==> src/rtl/rr_grant_ctrl.sv <==
// Round-robin arbiter and ownership controller for a shared 4-way resource.
// Optional macro RR_GRANT_LOCK_EN adds a lock input that suppresses the hold-limit release.
module rr_grant_ctrl #(
    parameter int MAX_HOLD = 8
) (
    input  logic       clk,
    input  logic       rst,
    input  logic [3:0] req,
    input  logic       done,
`ifdef RR_GRANT_LOCK_EN
    input  logic       lock,
`endif
    output logic [3:0] grant,
    output logic [1:0] grant_idx,
    output logic       busy,
    output logic       timeout
);

    localparam int HW = $clog2(MAX_HOLD + 1);

    typedef enum logic {
        S_IDLE,
        S_OWN
    } state_t;

    state_t        r_state;
    logic [1:0]    r_ptr;
    logic [HW-1:0] r_hold;
    logic [3:0]    r_grant;
    logic [1:0]    r_idx;
    logic          r_busy;
    logic          r_timeout;

    logic [1:0]    w_sel;
    logic [1:0]    w_cand;
    logic          w_found;
    logic          w_at_limit;
    logic          w_limit_rel;
    logic          w_owner_req;
    logic          w_release;
    logic          w_forced;

    // Scan ptr, ptr+1, ptr+2, ptr+3; the 2-bit add wraps modulo 4 for free.
    always_comb begin
        // NOTE: every always_comb output gets a default first so no latch is inferred.
        w_found = 1'b0;
        w_sel   = r_ptr;
        w_cand  = r_ptr;
        for (int k = 0; k < 4; k++) begin
            w_cand = r_ptr + 2'(k);
            if (!w_found && req[w_cand]) begin
                w_found = 1'b1;
                w_sel   = w_cand;
            end
        end
    end

    assign w_at_limit = (r_hold == HW'(MAX_HOLD));
`ifdef RR_GRANT_LOCK_EN
    assign w_limit_rel = w_at_limit && !lock;
`else
    assign w_limit_rel = w_at_limit;
`endif
    assign w_owner_req = req[r_idx];
    assign w_release   = done || !w_owner_req || w_limit_rel;
    assign w_forced    = w_limit_rel && !done && w_owner_req;

    // NOTE: sequential state uses non-blocking assignments only.
    always_ff @(posedge clk or posedge rst) begin
        if (rst) begin
            r_state   <= S_IDLE;
            r_ptr     <= 2'd0;
            r_hold    <= '0;
            r_grant   <= 4'b0000;
            r_idx     <= 2'd0;
            r_busy    <= 1'b0;
            r_timeout <= 1'b0;
        end else begin
            case (r_state)
                S_IDLE: begin
                    r_timeout <= 1'b0;
                    if (w_found) begin
                        r_grant <= 4'b0001 << w_sel;
                        r_idx   <= w_sel;
                        r_busy  <= 1'b1;
                        r_hold  <= HW'(1);
                        r_state <= S_OWN;
                    end
                end
                S_OWN: begin
                    if (w_release) begin
                        r_grant   <= 4'b0000;
                        r_busy    <= 1'b0;
                        r_state   <= S_IDLE;
                        r_ptr     <= r_idx + 2'd1;
                        r_hold    <= '0;
                        r_timeout <= w_forced;
                    end else begin
                        r_timeout <= 1'b0;
                        // Saturate at the limit (only reachable while locked).
                        if (!w_at_limit) begin
                            r_hold <= r_hold + HW'(1);
                        end
                    end
                end
                default: r_state <= S_IDLE;
            endcase
        end
    end

    assign grant     = r_grant;
    assign grant_idx = r_idx;
    assign busy      = r_busy;
    assign timeout   = r_timeout;

endmodule

==> config.mk <==
export PLATFORM = sky130hd
export DESIGN_NAME = rr_grant_ctrl
export DESIGN_NICKNAME = d
export VERILOG_FILES = /design/src/rtl/rr_grant_ctrl.sv
export SDC_FILE = /design/constraint.sdc
export NUM_CORES = 1
export LEC_CHECK = 0
export ABC_AREA = 1
export ABC_CLOCK_PERIOD_IN_PS = 3950
export CAP_MARGIN = 40
export CORE_MARGIN = 2
export CORE_UTILIZATION = 55
export CTS_CLUSTER_DIAMETER = 150
export DETAILED_ROUTE_END_ITERATION = 10
export MAX_ROUTING_LAYER = met4
export PLACE_DENSITY = 0.85
export SKIP_CTS_REPAIR_TIMING = 1
export SLEW_MARGIN = 10
export SYNTH_ARGS = -nofsm -noshare
export SYNTH_HDL_FRONTEND = slang
export SYNTH_SLANG_ARGS = --single-unit
==> constraint.sdc <==
create_clock -name clk -period 3.95 [get_ports clk]
set_input_delay 0.395 -clock clk [delete_from_list [all_inputs] [get_ports clk]]
set_output_delay 0.395 -clock clk [all_outputs]
set_load 0.005 [all_outputs]
* Yosys cells after proc, flatten, opt, wreduce, memory -nomap -nowiden *
Cells that the tools add are included.
W data, S select, Z words.

storage, ports and cells
  register bits after elaboration = 15
  bits of input ports = 7
  logic and storage cells = 71

operators by class
  add/subtract/negate cells = 5
  magnitude comparators = 5
  equality and inequality tests = 4
  shifts and indexed selects = 1
  mux-type cells = 32
  bitwise logic cells = 1
  reduce and logical (&&, ||, !) cells = 16

operators with widths
  cell                   number
  $mux W4                5
  $pmux W4 S2            2
  $lt A2 B3 Y1 const B   5
  $mux W1                14
  $bmux W1 S2            5
  $reduce_and A2 Y1      4
  $mux W2                3
  $pmux W1 S2            3
  $logic_and A1 B1 Y1    5
  $logic_not A1 Y1       5
  $add A2 B1 Y2 const B  2
  $add A2 B2 Y2 const B  2
  $add A4 B1 Y4 const B  1
  $eq A4 B4 Y1 const B   1
  $shl A1 B2 Y4 const A  1
  $ne A3 B2 Y1 const B   1
  $logic_or A1 B1 Y1     2
  $ne A2 B1 Y1 const B   1
  $ne A2 B2 Y1 const B   1
  $not A1 Y1             1

* Depth between registers and ports, before layout *
  depth in word-level cells = 15
  gate-level depth with buffers = 14
  depth with buffers taken out = 13

* Worst setup path after synthesis *
OpenSTA, ideal clock, no wires.

  path type = reg2reg
  from = reg r_ptr[0]
  to = reg r_idx[1] (netlist: grant_idx[1])
  library setup time = 116 ps
  arrival = 1411 ps
  data required time = 3834 ps
  setup slack = 2422 ps
  stages on the path, launching flop included = 13
  buffers on the path = 2
  clock period less this slack = 1528 ps
  cell sequence = dfrtp_1 inv_2 buf_6 nand2_1 nand3_1 nand2_1 nor2_4 nand2_2 o21ai_4 buf_6 inv_1 nand2_1 nand2_1

on the way
  word-level cells in the longest chain between the ends = 13
  elaborated cells between the ends (all ways) = 25
  classes of those cells = 3 x add/sub; 15 x mux; 7 x reduce/logical

ends and longest elaborated chain
  item                                                                    RTL line  RTL
  from (decl)                                                             27        logic [1:0] r_ptr;
  from (signal assigned)                                                  95        r_ptr <= r_idx + 2'd1;
  parallel branches: the longest is 13 deep, another holds $add A2 B1 Y2  n/a
  to (signal assigned)                                                    84        r_idx <= w_sel;
  to (decl)                                                               30        logic [1:0] r_idx;

Parallel ways; which one is timed is not known. The select of a mux whose other input is x is not followed.
A chain may end at the register's enable or synchronous reset.

* Final worst setup path *
  from = reg r_ptr[0]
  to = reg r_grant[0] (netlist: grant[0])

on the way
  word-level cells in the longest chain between the ends = 15
  elaborated cells between the ends (all ways) = 29
  classes of those cells = 3 x add/sub; 1 x eq/ne; 1 x shift; 17 x mux; 7 x reduce/logical

ends and longest elaborated chain
  item                                                                    RTL line  RTL
  parallel branches: the longest is 15 deep, another holds $add A2 B1 Y2  n/a
  to (signal assigned)                                                    83        r_grant <= 4'b0001 << w_sel;
  to (decl)                                                               29        logic [3:0] r_grant;

Parallel ways; which one is timed is not known. The select of a mux whose other input is x is not followed.

==> results by group <==
Worst setup path
  • Most frequent CP cell: nand2_1
  • WP buf/inv: 1
  • Crit-path slowest cell: dfrtp_1
  • Worst Path Required: 4.13 ns
  • CP peak stage delay: 0.65 ns
  • Worst setup SP type: flop
  • Crit path max fanout: 15
  • Cell Chain, Critical Path: inv_2 > nand2_1 > nand2_1 > nand2_1 > nand2_4 > nor2_4 > nand2_2 > o21ai_4 > nor2_1 > nand2_1 > nand2_1
  • Critical path capture point type: flop
  • WP data arrival: 2.32 ns
  • CP top delay family: simple AND/OR/NAND/NOR gates
  • Critical path class: flop to flop

Timing
  • Max_slew headroom: 63.94%
  • Max-slew violation count: 0
  • Minimum clock period: 2.138 ns
  • Tcrit/Tclk final: 54.13%
  • Worst setup margin: 1.812 ns
  • Final Hold Vio Count: 0
  • Final setup fails: 0
  • Fmax: 0.4677 GHz
  • Unrepaired setup endpoints after global routing: false
  • Setup Skew: 0.004849 ns
  • Setup_tns: 0 ns
  • Least-Margin Pin Slew: 0.5404 ns

Detailed routing
  • Total iterations of the first detailed-routing run: 4
  • Via count: 1,098
  • Via/cell ratio: 5.279
  • Final WL: 2.293 mm
  • DRT antenna net count: 0
  • Average wire per standard cell: 11.02 um
  • DRC: 0
  • Initial drt markers: 36

Synth
  • Syn_area_per_cell: 6.698 um^2
  • Sequential area share after synthesis: 33.56%
  • Top cells by area, synth: dfrtp_1, nand2_1, nand3_1
  • Syn_nets: 176
  • Post-Syn Area: 1119 um^2
  • Post-synthesis register bit count: 15
  • Synth unique cells: 21
  • Yosys warns: 0
  • Top cell type by total area after synthesis: dfrtp_1
  • Share of the synthesized area in the top cell type: 33.56%
  • Syn Inst Count: 167

Finish
  • Fill count: 168
  • Fraction of final layout cells sized beyond drive strength 1: 8.840%
  • Layout area overhead: 14.54%
  • Final non-filler cell total: 208
  • Fin nets: 191
  • Register Area: 375.4 um^2
  • ANT cells: 0
  • Multi-input logic area: 641.9 um^2

GRT
  • Global-route wire length before repair: 4.119 mm
  • Largest net degree at the start of global routing: 16
  • Vias in the first global route: 1,011
  • Initial antenna violation count: 0
  • GRT Total Usage: 22.25%
  • Residual overflow from global routing: 0

Power
  • Power Total: 1047 uW
  • Part of the power in registers: 27.3%
  • Clock group share of total power: 8.1%
  • Net Sw Power: 557.2 uW
  • P_int: 490.0 uW
  • Switching share of power: 53.21%
  • Combinational share of power: 64.5%
  • Power Density: 817.4 nW/um^2
  • Leakage: 0.0006649 uW
  • Peak VDD IR: 444.8 uV

Clock network
  • CTS H-tree lvls: 1
  • Deepest clock path buffer count: 2
  • CTS Buf Count: 3
  • Sink Count: 15
  • Reg clk slew, reported paths: 0.08 ns
  • Clk Tree Root Cell: clkbuf_4
  • CTS tree: yes
  • Clk Latency, worst-skew pair: 0.28 ns

Placement
  • Placed cells: 204
  • PortBufs: 14
  • Setup WS pre-CTS: 1.849 ns
  • GP Congestion: 0.8385
  • Post-DP HPWL: 1.794 mm

Floorplanning
  • Core area: 1942 um^2
  • Die Area: 2410 um^2
  • Die Height: 49.10 um
  • # rows: 16
  • Initial Util: 57.60%
  • IO Count: 15
  • Die outline width: 49.10 um

Min path
  • Class of the worst hold path: input pin to async pin

Outcome
  • Outcome: completed

Flow run
  • Max-cap violations: 0
[area by class of cell]
type                       count  area share [%]
multi-input combinational    131           50.10
sequential                    15           29.30
timing repair buffer          14           10.94
inverter                      17           4.980
tap                           27           2.637
clock buffer                   4           2.051
[logic make-up after synthesis]
kind of cell / count (synthesis) / share of synthesized area [%]
xor+xnor: 3 / 2.349
fa+ha+maj: 2 / 2.237
compound gates: 11 / 6.488
buf+inv: 21 / 9.060
flops: 15 / 33.56
simple gates: 115 / 46.31
[cells in the final DEF, fill, tap and decap left out]
cell type,synthesis,final
xnor2_1,2,2
o211ai_1,2,2
xor2_1,1,1
nor2_1,5,5
nand2_2,7,7
ha_1,2,2
nand2_4,1,1
clkbuf_1,0,1
nand2_1,74,74
clkbuf_4,0,3
nand3_1,23,23
a21oi_1,3,3
inv_1,15,15
o21ai_4,1,1
o22ai_1,1,1
nand4_4,1,1
dfrtp_1,15,15
nor2_4,1,1
nand4_1,3,3
inv_2,2,2
clkdlybuf4s50_1,0,14
o21ai_0,4,4
[synthesized netlist by cell type]
cell,instances
nand2_1,74
nand3_1,23
dfrtp_1,15
inv_1,15
nand2_2,7
nor2_1,5
o21ai_0,4
a21oi_1,3
nand4_1,3
buf_4,2
buf_6,2
ha_1,2
inv_2,2
o211ai_1,2
xnor2_1,2
nand2_4,1
nand4_4,1
nor2_4,1
o21ai_4,1
o22ai_1,1
xor2_1,1
[power groups by stage]
stage | clock, uW | sequential (uW) | combinational, uW
final | 85.0 | 286 | 676
after global routing | 93.1 | 295 | 776
after CTS | 88.7 | 284 | 679
after detailed placement | 0 | 288 | 677
after global placement | 0 | 284 | 657
after floorplan | 0 | 255 | 569
[worst paths after layout]
path                            startpoint       end  cells after the start  slack [ns]
worst min-delay path                   rst  grant[0]                      2        0.45
worst max register to register    r_ptr[0]  grant[0]                     11        1.81
max in group asynchronous              rst   timeout                      2        3.14
min in group clk                  grant[1]  grant[1]                      2        0.52
worst min register to register    grant[1]  grant[1]                      2        0.52
worst max-delay path              r_ptr[0]  grant[0]                     11        1.81
[sequential cells by signal, summed over array words and instances, names as in the netlist]
| signal | count |
|---|---|
| grant_idx | 2 |
| busy | 1 |
| r_state | 1 |
| r_ptr | 2 |
| grant | 4 |
| timeout | 1 |
| r_hold | 4 |
[stage by stage]
| stage | utilization, % | area [um^2] | hold WS (ns) |
|---|---|---|---|
| 2_1_floorplan | - | 1119 | 0.2965 |
| 3_3_place_gp | 64.63 | 1255 | 0.5011 |
| 3_5_place_dp | 64.63 | 1255 | 0.4956 |
| 4_1_cts | 65.98 | 1281 | 0.4609 |
| 5_1_grt | 65.98 | 1281 | 0.5231 |
| 6_report | 65.98 | 1281 | 0.4452 |
[layer usage]
layer / GRT usage [%] / part of all wire [%] / vias up
li1: - / - / 557
met1: 27.63 / 42 / 517
met2: 38.06 / 54 / 24
met3: 1.227 / 4.3 / 0
met4: 8.571 / 0 / 0
met5: - / 0 / -
[worst register-to-register path: stages (launching register included)]
cell and delay [ns]:
dfrtp_1 0.65, inv_2 0.22, nand2_1 0.10, nand2_1 0.13, nand2_1 0.13, nand2_4 0.08
nor2_4 0.11, nand2_2 0.08, o21ai_4 0.28, nor2_1 0.13, nand2_1 0.09, nand2_1 0.05
(Power assumes the default switching activity.)
